===== src/rtl/ddr_cmd_scheduler.sv =====
// DDR command scheduler: two-port round-robin arbiter, access/refresh sequencer.
// Optional refresh overrun detection: define DDR_SCHED_OVERRUN_DETECT_EN.
module ddr_cmd_scheduler #(
  parameter int T_RCD        = 2,
  parameter int CAS_LAT      = 2,
  parameter int BURST_CYC    = 4,
  parameter int T_WR         = 2,
  parameter int T_RFC        = 8,
  parameter int REF_INTERVAL = 780
) (
  input  logic        clk,
  input  logic        rst,
  input  logic        init_done,
  input  logic        req0_valid,
  input  logic        req1_valid,
  input  logic        req0_we,
  input  logic        req1_we,
  input  logic [24:0] req0_addr,
  input  logic [24:0] req1_addr,
  output logic        req0_ready,
  output logic        req1_ready,
  output logic [3:0]  cmd_state,
  output logic [24:0] ctrl_addr,
  output logic        done,
  output logic        done_id,
  output logic        done_we,
  output logic        refresh_overrun
);

  typedef enum logic [3:0] {
    S_IDLE       = 4'd0,
    S_ACTIVE     = 4'd1,
    S_WAIT_RCD   = 4'd2,
    S_READ       = 4'd3,
    S_WAIT_CAS   = 4'd4,
    S_WAIT_RBST  = 4'd5,
    S_WRITE      = 4'd6,
    S_WAIT_WBST  = 4'd7,
    S_WAIT_WR    = 4'd8,
    S_AREF       = 4'd9,
    S_WAIT_RFC   = 4'd10,
    S_DONE       = 4'd11,
    S_REF_DONE   = 4'd12
  } state_e;

  localparam int M1  = (T_RCD > CAS_LAT) ? T_RCD : CAS_LAT;
  localparam int M2  = (M1 > BURST_CYC) ? M1 : BURST_CYC;
  localparam int M3  = (M2 > T_WR) ? M2 : T_WR;
  localparam int MX  = (M3 > T_RFC) ? M3 : T_RFC;
  localparam int CW  = $clog2(MX + 1);
  localparam int RCW = $clog2(REF_INTERVAL);

  state_e          state_q, state_d;
  logic [CW-1:0]   cnt_q, cnt_d;
  logic [RCW-1:0]  ref_q, ref_d;
  logic            pend_q, pend_d;
  logic [24:0]     addr_q, addr_d;
  logic            we_q, we_d;
  logic            id_q, id_d;
  logic            lg_q, lg_d;

  logic idle_ok;
  logic gnt0, gnt1;
  logic hs0, hs1;
  logic wrap;
  logic enter_aref;
  logic cnt_zero;

  // Grant for one port looks only at the other port's valid.
  assign idle_ok    = (state_q == S_IDLE) & init_done & ~pend_q;
  assign gnt0       = ~req1_valid | lg_q;
  assign gnt1       = ~req0_valid | ~lg_q;
  assign req0_ready = idle_ok & gnt0;
  assign req1_ready = idle_ok & gnt1;
  assign hs0        = req0_valid & req0_ready;
  assign hs1        = req1_valid & req1_ready;

  assign cnt_zero   = (cnt_q == '0);
  assign wrap       = init_done & (ref_q == RCW'(REF_INTERVAL - 1));
  assign enter_aref = (state_q == S_IDLE) & init_done & pend_q;

  always_comb begin
    state_d = state_q;
    cnt_d   = cnt_zero ? '0 : cnt_q - CW'(1);
    addr_d  = addr_q;
    we_d    = we_q;
    id_d    = id_q;
    lg_d    = lg_q;
    unique case (state_q)
      S_IDLE: begin
        if (enter_aref) begin
          state_d = S_AREF;
        end else if (hs1) begin
          state_d = S_ACTIVE;
          addr_d  = req1_addr;
          we_d    = req1_we;
          id_d    = 1'b1;
          lg_d    = 1'b1;
        end else if (hs0) begin
          state_d = S_ACTIVE;
          addr_d  = req0_addr;
          we_d    = req0_we;
          id_d    = 1'b0;
          lg_d    = 1'b0;
        end
      end
      S_ACTIVE: begin
        if (T_RCD == 1) begin
          state_d = we_q ? S_WRITE : S_READ;
        end else begin
          state_d = S_WAIT_RCD;
          cnt_d   = CW'(T_RCD - 2);
        end
      end
      S_WAIT_RCD: begin
        if (cnt_zero) state_d = we_q ? S_WRITE : S_READ;
      end
      S_READ: begin
        state_d = S_WAIT_CAS;
        cnt_d   = CW'(CAS_LAT - 1);
      end
      S_WAIT_CAS: begin
        if (cnt_zero) begin
          state_d = S_WAIT_RBST;
          cnt_d   = CW'(BURST_CYC - 1);
        end
      end
      S_WAIT_RBST: begin
        if (cnt_zero) state_d = S_DONE;
      end
      S_WRITE: begin
        state_d = S_WAIT_WBST;
        cnt_d   = CW'(BURST_CYC - 1);
      end
      S_WAIT_WBST: begin
        if (cnt_zero) begin
          state_d = S_WAIT_WR;
          cnt_d   = CW'(T_WR - 1);
        end
      end
      S_WAIT_WR: begin
        if (cnt_zero) state_d = S_DONE;
      end
      S_AREF: begin
        state_d = S_WAIT_RFC;
        cnt_d   = CW'(T_RFC - 2);
      end
      S_WAIT_RFC: begin
        if (cnt_zero) state_d = S_REF_DONE;
      end
      S_DONE:     state_d = S_IDLE;
      S_REF_DONE: state_d = S_IDLE;
      default:    state_d = S_IDLE;
    endcase
  end

  // A wrap coinciding with refresh entry is a fresh request, not an overrun.
  always_comb begin
    ref_d  = ref_q;
    pend_d = pend_q;
    if (init_done) ref_d = wrap ? '0 : ref_q + RCW'(1);
    if (wrap) pend_d = 1'b1;
    else if (enter_aref) pend_d = 1'b0;
  end

  always_ff @(posedge clk or negedge rst) begin
    if (!rst) begin
      state_q <= S_IDLE;
      cnt_q   <= '0;
      ref_q   <= '0;
      pend_q  <= 1'b0;
      addr_q  <= '0;
      we_q    <= 1'b0;
      id_q    <= 1'b0;
      lg_q    <= 1'b1;
    end else begin
      state_q <= state_d;
      cnt_q   <= cnt_d;
      ref_q   <= ref_d;
      pend_q  <= pend_d;
      addr_q  <= addr_d;
      we_q    <= we_d;
      id_q    <= id_d;
      lg_q    <= lg_d;
    end
  end

`ifdef DDR_SCHED_OVERRUN_DETECT_EN
  logic ovr_q;

  always_ff @(posedge clk or negedge rst) begin
    if (!rst) begin
      ovr_q <= 1'b0;
    end else if (wrap & pend_q & ~enter_aref) begin
      ovr_q <= 1'b1;
    end
  end

  assign refresh_overrun = ovr_q;
`else
  assign refresh_overrun = 1'b0;
`endif

  assign cmd_state = state_q;
  assign ctrl_addr = addr_q;
  assign done      = (state_q == S_DONE);
  assign done_id   = id_q;
  assign done_we   = we_q;

endmodule


===== config.mk =====
export PLATFORM = sky130hd
export DESIGN_NAME = ddr_cmd_scheduler
export DESIGN_NICKNAME = d
export VERILOG_FILES = /design/src/rtl/ddr_cmd_scheduler.sv
export SDC_FILE = /design/constraint.sdc
export NUM_CORES = 1
export LEC_CHECK = 0
export CAP_MARGIN = 20
export CORE_MARGIN = 5
export CORE_UTILIZATION = 40
export DETAILED_ROUTE_END_ITERATION = 6
export PLACE_DENSITY = 0.78
export SLEW_MARGIN = 20
export SYNTH_ARGS = -nofsm -noshare
export SYNTH_HDL_FRONTEND = slang
export SYNTH_SLANG_ARGS = --single-unit

===== constraint.sdc =====
create_clock -name clk -period 3.9 [get_ports clk]
set_input_delay 0.39 -clock clk [delete_from_list [all_inputs] [get_ports clk]]
set_output_delay 0.39 -clock clk [all_outputs]
set_load 0.005 [all_outputs]

### Word-level counts from Yosys, hierarchy flattened

Cells that the tools add are included.

* add/sub/neg operators: 2
* $mul: 0
* divide/modulo/power cells: 0
* magnitude comparators: 0
* eq/ne operators: 18
* shift-type cells: 0
* muxes and demuxes: 23
* bitwise logic cells: 15
* reduce and logical (&&, ||, !) cells: 7

Operators by type and width (number)
* 2-to-1 mux 25 bit: 2
* 2-to-1 mux 4 bit: 11
* case mux 4 bit (10 select lines): 1
* case mux 4 bit (6 select lines): 1
* == test 4 x 3 -> 1 bit, second input constant: 4
* == test 4 bit, second input constant: 4
* adder 10 x 1 -> 10 bit, second input constant: 1
* == test 10 bit, second input constant: 1
* 2-to-1 mux 10 bit: 1
* bitwise AND 1 bit: 8
* == test 4 x 2 -> 1 bit, second input constant: 2
* logical NOT 4 bit: 2
* inequality test 2 bit, second input constant: 4
* 2-to-1 mux 1 bit: 6
* AND reduction 6 bit: 1
* inverter 1 bit: 5
* == test 4 x 1 -> 1 bit, second input constant: 1
* inequality test 4 bit, second input constant: 1
* nonzero test 2 bit: 2
* subtractor 4 x 1 -> 4 bit, second input constant: 1
* 2-to-1 mux 3 bit: 1
* AND reduction 3 bit: 1
* inequality test 2 x 1 -> 1 bit, second input constant: 1
* bitwise OR 1 bit: 2
* OR reduction 2 bit: 1

* register bits after elaboration: 47
* bits in latches: 0
* RAM bits: 0
* ROM bits: 0
* output and inout bits: 35
* memories kept: 0

### Logic depth before layout (Yosys ltp)

* word-level depth: 9
* gate-level depth with buffers: 6
* mapped depth without buffers: 5

### Worst setup path after synthesis

Ideal clock, no wire load.

* path kind: register -> output
* from: register state_q[0], in the netlist cmd_state[0]
* to: output port done
* data arrival time: 1240 ps
* data required time: 3510 ps
* setup slack: 2270 ps
* stages on the path, launching flop included: 5
* path through: dfrtp_1 clkbuf_1 clkbuf_1 nand2_1 nor3b_1

* longest elaborated chain between the ends: 1

Ends and longest elaborated chain
* from (decl): line 53 `state_e state_q, state_d;`
* from (signal assigned): line 177 `state_q <= state_d;`
* == test 4 bit: line 206 `assign done = (state_q == S_DONE);`
* to (decl): line 24 `output logic done,`

Every way passes these cells.

### Worst setup path in the final report

* from: register state_q[3], in the netlist cmd_state[3]
* to: output port req0_ready

* longest elaborated chain between the ends: 4

Ends and longest elaborated chain
* logical NOT 4 bit: line 70 `assign idle_ok = (state_q == S_IDLE) & init_done & ~pend_q;`
* bitwise AND 1 bit (2 in a row): line 70
* bitwise AND 1 bit: line 73 `assign req0_ready = idle_ok & gnt0;`
* to (decl): line 20 `output logic req0_ready,`

Every way passes these cells.

==> results by group <==
Run status
  – Status: finished, final reports clean

Run
  – Max Cap Viol: 0

STA
  – Setup_tns: 0 ns
  – Relative slew slack: 0.4265
  – Clock Skew: 0.006090 ns
  – Unrepaired setup endpoints after global routing: no
  – Post-route minimum period: 2.579 ns
  – Worst Tran Pin Value: 0.8584 ns
  – Final worst setup slack: 1.321 ns
  – Hold Vio Cnt, Final: 0
  – Fin. max-slew vios: 0
  – Hold Slack: 0.08722 ns
  – Fmax: 387.8 MHz
  – Fin crit share: 0.6612
  – Final Setup Violations: 0

Routing
  – Vias/cell: 5.228
  – Antenna-violating nets left: 0
  – WL final: 5877 microns
  – Initial DRT Pass Iterations: 4
  – # DRC: 0
  – Routed len/inst: 14.55 microns
  – DR iter-0 viols: 108
  – Vias after detailed routing: 2112

Logic synthesis
  – Mean post-synth cell area: 9.796 sq um
  – Syn Nets: 304
  – Mapped Cells: 246
  – Count leader, synth: dfrtp_1
  – Cell variety after synth: 47
  – Mapped Area: 0.002410 sq mm
  – Async set-reset flop share out of synthesis: 1.000
  – Synth top cells by count: dfrtp_1, nor2_1, a21oi_1
  – Area contributors post-synth: dfrtp_1, mux2i_1, a21oi_1
  – Warnings, synthesis: 0
  – Yosys top cell by area: dfrtp_1
  – Synthesized flop and latch total: 47
  – Synth Flop Type: dfrtp_1
  – Post-synth EDFFs: 0
  – Post-synth top area share: 0.4777
  – Register area share after synthesis: 0.4886

Clock tree
  – H-tree depth: 2
  – Clk root buf: clkbuf_8
  – Total CTS buffers: 5
  – Post CTS Setup Buffer Count: 0
  – Clock Latency Late Sink: 0.29 ns
  – PostCTS Resize Cnt: 0
  – Clock buffer depth: 2
  – Hold-fix buffers, CTS: 0
  – Worst-path clk slew: 0.08 ns
  – Clock Sinks: 47
  – CTS tree: built

Pwr
  – PD cells: 655.7 mW/mm^2
  – Psw: 0.8019 mW
  – Total Power: 2.257 mW
  – Internal power: 1.455 mW
  – Lkg Pwr: 1.431 nW
  – Net Sw Frac: 0.3553
  – Combinational share of power: 0.453
  – Clock power share: 0.130
  – VDD IR max: 0.3247 mV
  – Seq pwr share: 0.417

Global routing
  – GR Util met1: 0.1876
  – Met3 usage: 0.03951
  – Gr busiest metal: met2
  – First-pass GRT wire length: 9308 microns
  – Antenna violations before repair: 0
  – Largest net degree at the start of global routing: 54
  – Gr ovfl total: 0
  – Vias in the first global route: 1995
  – Overall Global Routing Usage: 0.1516
  – GR Util met2: 0.2644

Worst setup path
  – Reg2Reg Depth: 5
  – Critical Path Sink Type: primary output
  – WP data arrival: 2.19 ns
  – Critical path class: flop to primary output
  – Max FO, Critical Path: 15
  – Startpoint Class: flop
  – CP required: 3.51 ns

Floorplan
  – Die footprint: 0.007676 sq mm
  – I/O pin total: 92
  – Initial Util: 0.4094
  – Core region area: 0.005886 sq mm
  – Die H: 87.62 microns
  – Die X-Extent: 87.62 microns
  – FP Rows: 28

Cells and area
  – Fraction of layout cells with a size suffix above 1: 0.04863
  – Nets: 387
  – # diodes: 0
  – Fillers: 511
  – Non-Filler Instances: 404
  – Synth-to-Final Area Change: 42.83%
  – Combined area of the multi-input logic cells: 0.001140 sq mm
  – Reg area: 0.001177 sq mm

Placed design
  – Cells after DPL: 397
  – Hpwl dp: 4499 microns
  – Worst slack, placed: 1.366 ns
  – PortBufs: 90
  – GP Congestion: 0.8187

Hold path
  – Hold Crit Class: primary input to async pin
state kept, by name, summed over array words and instances, names as in the netlist:
name,count
cnt_q,4
ref_q,10
done_we,1
cmd_state,4
ctrl_addr,25
pend_q,1
done_id,1
lg_q,1
kinds of logic after synthesis:
family / count (synthesis) / synth area share
compound gates: 59 / 0.1495
buf+inv: 24 / 0.04310
other cells: 1 / 0.001556
simple gates: 78 / 0.1661
mux: 28 / 0.1168
xor+xnor: 8 / 0.02907
fa+ha+maj: 1 / 0.005191
flops: 47 / 0.4886
worst max-delay path, stage by stage (launching register included):
cell and delay (ns):
dfrtp_1 0.56, nor4_4 0.44, nand3b_1 0.18, a21oi_1 0.18, clkdlybuf4s50_1 0.54
final timing paths:
check	endpoint	slack (ns)	start
max in group asynchronous	ref_q[0]	3.41	rst
hold / removal	cnt_q[3]	0.09	rst
setup reg to reg	ctrl_addr[19]	1.84	cmd_state[3]
min in group clk	ref_q[7]	0.49	ref_q[7]
hold reg to reg	ref_q[7]	0.49	ref_q[7]
setup / recovery	req0_ready	1.32	cmd_state[3]
metal layers:
layer / up-vias / part of all wire
li1: 1045 / -
met1: 1011 / 0.43
met2: 49 / 0.50
met3: 7 / 0.067
met4: 0 / 0.011
met5: - / 0
layout make-up:
type,instances,area share
sequential,47,0.3421
multi-input combinational,175,0.3312
timing repair buffer,92,0.2654
tap,75,0.02726
clock buffer,6,0.02399
inverter,8,0.008724
clock inverter,1,0.001454
power groups by stage:
stage,Sequential [mW],Combinational [mW],Clock (mW)
global placement,0.943,1.01,0
CTS,0.944,1.04,0.301
detailed placement,0.952,1.04,0
finish,0.942,1.02,0.293
floorplan,0.874,0.583,0
global route,0.984,1.13,0.325
layout by cell type (no fill, tap or decap), drive strengths merged, types with 2 or more instances in the layout:
master,count
buf,3
o2bb2ai,3
mux2i,27
nor3,5
nor4,3
nor4b,3
nand3,4
o22a,2
xnor2,4
nand2b,2
nand2,9
clkdlybuf4s50,89
inv,8
o21a,2
o22ai,2
o31ai,3
o21ai,3
dfrtp,46
a21oi,34
clkbuf,6
nand4,2
xor2,4
or3,2
nor2,42
stage by stage:
stage	area (sq um)	utilization
6_report	3442	0.5848
5_1_grt	3442	0.5848
4_1_cts	3440	0.5844
3_5_place_dp	3352	0.5695
3_3_place_gp	3352	0.5695
2_1_floorplan	2410	-
No activity file was read; power rests on OpenSTA's default activity.
==> RTL edit 1, RTL diff (same settings) <==
Set the parameter `T_WR` to 4 (it was 2).
--- a/src/rtl/ddr_cmd_scheduler.sv
+++ b/src/rtl/ddr_cmd_scheduler.sv
@@ -5,5 +5,5 @@
   parameter int CAS_LAT      = 2,
   parameter int BURST_CYC    = 4,
-  parameter int T_WR         = 2,
+  parameter int T_WR         = 4,
   parameter int T_RFC        = 8,
   parameter int REF_INTERVAL = 780
Check against the original RTL: same outputs for any inputs over 10 cycles, from zero or initial values and one cycle with rst low; that may be too few to reach the edited logic, so the function may still have changed.
==> RTL edit 1 against the original RTL <==
  * Worst setup slack worse by 0.32 ns
  * Total power up 2.9%
  * Design area up 0.80%
  * Routed wire length up 2.8%
  * Global-route usage up 0.61 points
  * Synthesized area down 0.26%
  * Combinational power up 4%
  * Clock power up 20%
  * Cell count up 1.7%
  * Sequential cell count unchanged
  * Largest cell class unchanged
  * Largest power group unchanged
  * Highest routed layer unchanged
==> RTL edit 1: results (changes against the original RTL) <==
[worst_setup_path]
arrival_ns=2.51  ; was 2.19 ns
regToRegSetupSlack_ns=1.72  ; was 1.84 ns

[synthesis]
synthTopCellsByCount=46 x dfrtp_1, 40 x a21oi_1, 38 x nor2_1  ; was 46 x dfrtp_1, 42 x nor2_1, 34 x a21oi_1
muxShareOfSynthArea_pct=11.76  ; was 11.68%
yosysSeqAreaShare_pct=48.98  ; was 48.86%
synth-adder-area-share_pct=0.5206  ; was 0.5192%
synth_area_leaders=dfrtp_1 48%, mux2i_1 11%, a21oi_1 8.3%  ; was dfrtp_1 48%, mux2i_1 11%, a21oi_1 7.1%
synth_compound_area_share_pct=16.81  ; was 14.95%
syn_nets=307  ; was 304
synthDistinctLibCells=44  ; was 47
synth-xor-area-share_pct=2.551  ; was 2.908%

[place]
gp_congestion=0.8448  ; was 0.8187
dp_hpwl_um=4575  ; was 4499 um
pre_cts_ws_ns=1.287  ; was 1.366 ns

[power]
ir_drop_v=0.0003662  ; was 0.0003247 V
seq_power_mw=0.914  ; was 0.942 mW
leakage_nw=1.405  ; was 1.431 nW
power_mw=2.323  ; was 2.257 mW
clk-power_mw=0.352  ; was 0.293 mW
power.switching_mw=0.8273  ; was 0.8019 mW

[layout]
buffers=93  ; was 92
nClkBuffers=7  ; was 6
seq_cells=47  ; unchanged
buffer_area_share_pct=26.47  ; was 26.54%
final_layout_size_suffix_gt1_share_pct=5.952  ; was 4.863%
area_share_clock_buf_inv_pct=3.065  ; was 2.545%
fill_cells=530  ; was 511
regArea_um2=1177  ; unchanged
nets=393  ; was 387
multi_input_area_share_pct=32.96  ; was 33.12%
comb.multi_input.count=180  ; was 175

[timing]
whs_ns=0.1641  ; was 0.08722 ns
relSlewSlack_pct=47.66  ; was 42.65%
skew_ns=0.007613  ; was 0.006090 ns

[detailed_routing]
routed_via_density=5.161  ; was 5.228
drt-initial-drc-count=105  ; was 108
wl_per_cell_um=14.70  ; was 14.55 um

[global_routing]
grt_pass1_wl_um=9597  ; was 9308 um
grt_usage_pct=15.77  ; was 15.16%
first_global_vias=2055  ; was 1995

[clock_network]
postCtsSetupBuffers=0  ; unchanged
numCtsBuffers=5  ; unchanged
clockBufferDepth=2  ; unchanged

[run_status]
status=complete, no violations  ; unchanged

[RTL edit 1: changes by cell type after synthesis, moves of 3 or more]
cell      delta
o211ai_1     +4
a21oi_1      +6
nand3_1      -4
o21ai_0      +8
o31ai_1      -3
nor2_1       -4
[RTL edit 1: kinds of logic (layout without fill, tap and decap cells)]
kind of cell / count (synthesis) / after routing
other cells: 1 / 1
simple gates: 73 / 73
mux: 28 / 28
flops: 47 / 47
xor+xnor: 7 / 7
fa+ha+maj: 1 / 1
buf+inv: 22 / 109
compound gates: 70 / 70
[RTL edit 1: per-stage QoR]
stage | std cells | utilization (%) | cell area [um^2]
floorplan | 249 | - | 2404
global placement | 403 | 57.14 | 3363
detailed placement | 403 | 57.14 | 3363
CTS | 411 | 58.95 | 3470
global route | 411 | 58.95 | 3470
finish | 411 | 58.95 | 3470
[RTL edit 1: final timing paths]
| kind | from | to | depth (start not counted) |
|---|---|---|---|
| min in group clk | ref_q[7] | ref_q[7] | 1 |
| worst min register to register | ref_q[7] | ref_q[7] | 1 |
| worst max register to register | cmd_state[0] | ctrl_addr[5] | 5 |
| worst min-delay path | rst | ctrl_addr[13] | 2 |
| max in group asynchronous | rst | ref_q[1] | 2 |
| worst max-delay path | cmd_state[0] | req0_ready | 4 |
[RTL edit 1: per-layer routing]
layer,global-route usage [%],part of all wire (%),up-vias
met5,0,0,-
met4,4.881,1.3,0
met3,2.933,4.2,8
met2,27.88,54,45
met1,19.41,40,1014
li1,-,-,1054
[RTL edit 1: critical path: stages, from the launching register on]
cell,delay (ns)
dfrtp_1,0.56
or4_4,0.64
or3_1,0.36
a21oi_1,0.14
clkdlybuf4s50_1,0.52
==> RTL edit 2, RTL diff (same flow settings) <==
Made on the original files. Take the reset off `addr_q` and load it in a clocked block of its own.
--- a/src/rtl/ddr_cmd_scheduler.sv
+++ b/src/rtl/ddr_cmd_scheduler.sv
@@ -170,5 +170,4 @@
       ref_q   <= '0;
       pend_q  <= 1'b0;
-      addr_q  <= '0;
       we_q    <= 1'b0;
       id_q    <= 1'b0;
@@ -179,9 +178,12 @@
       ref_q   <= ref_d;
       pend_q  <= pend_d;
-      addr_q  <= addr_d;
       we_q    <= we_d;
       id_q    <= id_d;
       lg_q    <= lg_d;
     end
+  end
+
+  always_ff @(posedge clk) begin
+    addr_q <= addr_d;
   end
 
Check against the original RTL: not equivalent (a bounded check fails within 4 cycles, from zero or initial values and one cycle with rst low).
==> RTL edit 2 against the original RTL <==
  * Worst setup slack got worse by 0.32 ns
  * Design area down 0.29%
  * Routed wire length shrank 5.6%
  * Synthesized area fell by 1.2%
  * Critical path depth did not move
  * Sequential cell count unchanged
  * Sequential share of layout area increased by 3.7 points
  * Total power decreased by 21%
  * Die area down 1.1%
  * Global-route usage decreased by 0.34 points
  * Critical path type unchanged
  * Critical endpoint is now req1_ready
  * Largest cell class unchanged
  * Largest power group is now sequential cells
  * Highest routed layer unchanged
==> RTL edit 2: results (changes against the original RTL) <==
[worst_setup_path]
regToRegSetupSlack_ns=1.28  ; was 1.84 ns
worst_r2r_endpoint=ctrl_addr[13]  ; was ctrl_addr[19]
arrival_ns=2.51  ; was 2.19 ns
r2r_start=cmd_state[2]  ; was cmd_state[3]
cp_max_fo=14  ; was 15

[layout]
antenna_cells=0  ; unchanged
final_layout_size_suffix_gt1_share_pct=15.66  ; was 4.863%
nets=338  ; was 387

[synthesis]
yosysSeqAreaShare_pct=54.70  ; was 48.86%
synthTopCellsByCount=25 x edfxtp_1, 21 x dfrtp_1, 18 x mux2_4  ; was 46 x dfrtp_1, 42 x nor2_1, 34 x a21oi_1
synth-adder-area-share_pct=0.5255  ; was 0.5192%
synthDistinctLibCells=46  ; was 47
syn_nets=248  ; was 304
synth_area_leaders=edfxtp_1 32%, dfrtp_1 22%, mux2_4 11%  ; was dfrtp_1 48%, mux2i_1 11%, a21oi_1 7.1%
synth-xor-area-share_pct=2.943  ; was 2.908%
ys.flop_type=edfxtp_1  ; was dfrtp_1
synth_compound_area_share_pct=8.723  ; was 14.95%
synth_edf_count=25  ; was 0
ys_async_sr_fraction_pct=46.81  ; was 100.0%
muxShareOfSynthArea_pct=15.55  ; was 11.68%

[global_routing]
first_global_vias=1868  ; was 1995
grt_max_degree=29  ; was 54
antenna_found_initial=0  ; unchanged
grt_pass1_wl_um=8769  ; was 9308 um
grt_usage_pct=14.82  ; was 15.16%

[timing]
skew_ns=0.01198  ; was 0.006090 ns
post-route-period-util_pct=74.43  ; was 66.12%
worstMarginPinSlew_ns=0.5175  ; was 0.8584 ns

[place]
dp_hpwl_um=4284  ; was 4499 um
pre_cts_ws_ns=1.172  ; was 1.366 ns
port-buffer-count=90  ; unchanged
gp_congestion=0.7853  ; was 0.8187

[hold_path]
hp-class=in2async  ; unchanged

[power]
leakage_nw=1.398  ; was 1.431 nW
ir_drop_v=0.0002469  ; was 0.0003247 V
switching_share_pct=32.89  ; was 35.53%

[run_status]
status=complete, no violations  ; unchanged

[clock_network]
clk_latency_ns=0.30
postCtsSetupBuffers=0  ; unchanged
h-tree-depth=2  ; unchanged
clkTransAtPathRegs_ns=0.10  ; was 0.08 ns
numCtsBuffers=5  ; unchanged
post_cts_resize_count=0  ; unchanged

[detailed_routing]
wl_per_cell_um=15.59  ; was 14.55 um
drt-initial-drc-count=64  ; was 108
routed_via_density=5.073  ; was 5.228

[RTL edit 2: cell types whose count changed in the layout (fill, tap and decap cells not counted), moves of 4 or more]
cell      unedited run  this run
a21oi_1             33         5
dfrtp_1             46        21
edfxtp_1             0        25
mux2_2               1         8
mux2_4               0        18
mux2i_1             27         1
nand2_1              9         5
nor2_1              42        16
nor3_1               4         8
o21ai_0              3         9
[RTL edit 2: cell families after synthesis]
kind of cell / after synthesis
fa+ha+maj: 1
other cells: 1
compound gates: 31
xor+xnor: 8
buf+inv: 20
flops: 47
simple gates: 55
mux: 27
[RTL edit 2: metrics by stage]
step | cells | utilization (%) | area [um^2] | hold WS, ns | power, mW
floorplan | 190 | - | 2381 | 0.09441 | 1.176
global placement | 348 | 56.76 | 3321 | 0.5054 | 1.404
detailed placement | 348 | 56.76 | 3321 | 0.5116 | 1.423
CTS | 356 | 58.75 | 3437 | 0.5271 | 1.797
global route | 356 | 58.66 | 3432 | 0.06815 | 1.910
finish | 356 | 58.66 | 3432 | 0.04196 | 1.777
[RTL edit 2: critical path: stages, from the launching register on]
cell and delay (ns):
dfrtp_1 0.55, or4_4 0.60, or3_4 0.38, a21oi_1 0.14
clkdlybuf4s50_1 0.54
[RTL edit 2: routing by layer]
metal | track usage [%] | part of all wire, % | routed length [um] | up-vias
met5 | 0 | 0 | 0 | -
met1 | 16.27 | 37 | 2027 | 872
met4 | 5.160 | 1.5 | 86 | 0
met2 | 27.47 | 56 | 3106 | 53
li1 | - | - | - | 873
met3 | 3.784 | 5.9 | 329 | 8
[RTL edit 2: layout make-up]
cell class	instances	area (um^2)
tap	75	93.84
clock inverter	3	47.55
timing repair buffer	94	925.9
fill	490	2419
clock buffer	5	68.82
sequential	47	1303
multi-input combinational	123	959.7
inverter	9	33.78
[RTL edit 2: worst max-delay path by stage]
stage                      start       endpoint  slack (ns)  depth (start not counted)
finish              cmd_state[2]     req1_ready         1.0                          4
CTS                 cmd_state[2]     req1_ready        0.97                          4
detailed placement     init_done  ctrl_addr[21]        1.17                          6
global route        cmd_state[2]     req1_ready        0.88                          4
global placement       init_done  ctrl_addr[20]        1.20                          6
floorplan           cmd_state[1]   ctrl_addr[0]        0.96                          4
[RTL edit 2: power by group through the flow]
stage | Sequential [mW] | Clock [mW] | Combinational, mW
2_1_floorplan | 0.734 | 0 | 0.442
3_3_place_gp | 0.808 | 0 | 0.596
3_5_place_dp | 0.813 | 0 | 0.610
4_1_cts | 0.805 | 0.380 | 0.612
5_1_grt | 0.834 | 0.399 | 0.678
6_report | 0.805 | 0.367 | 0.605
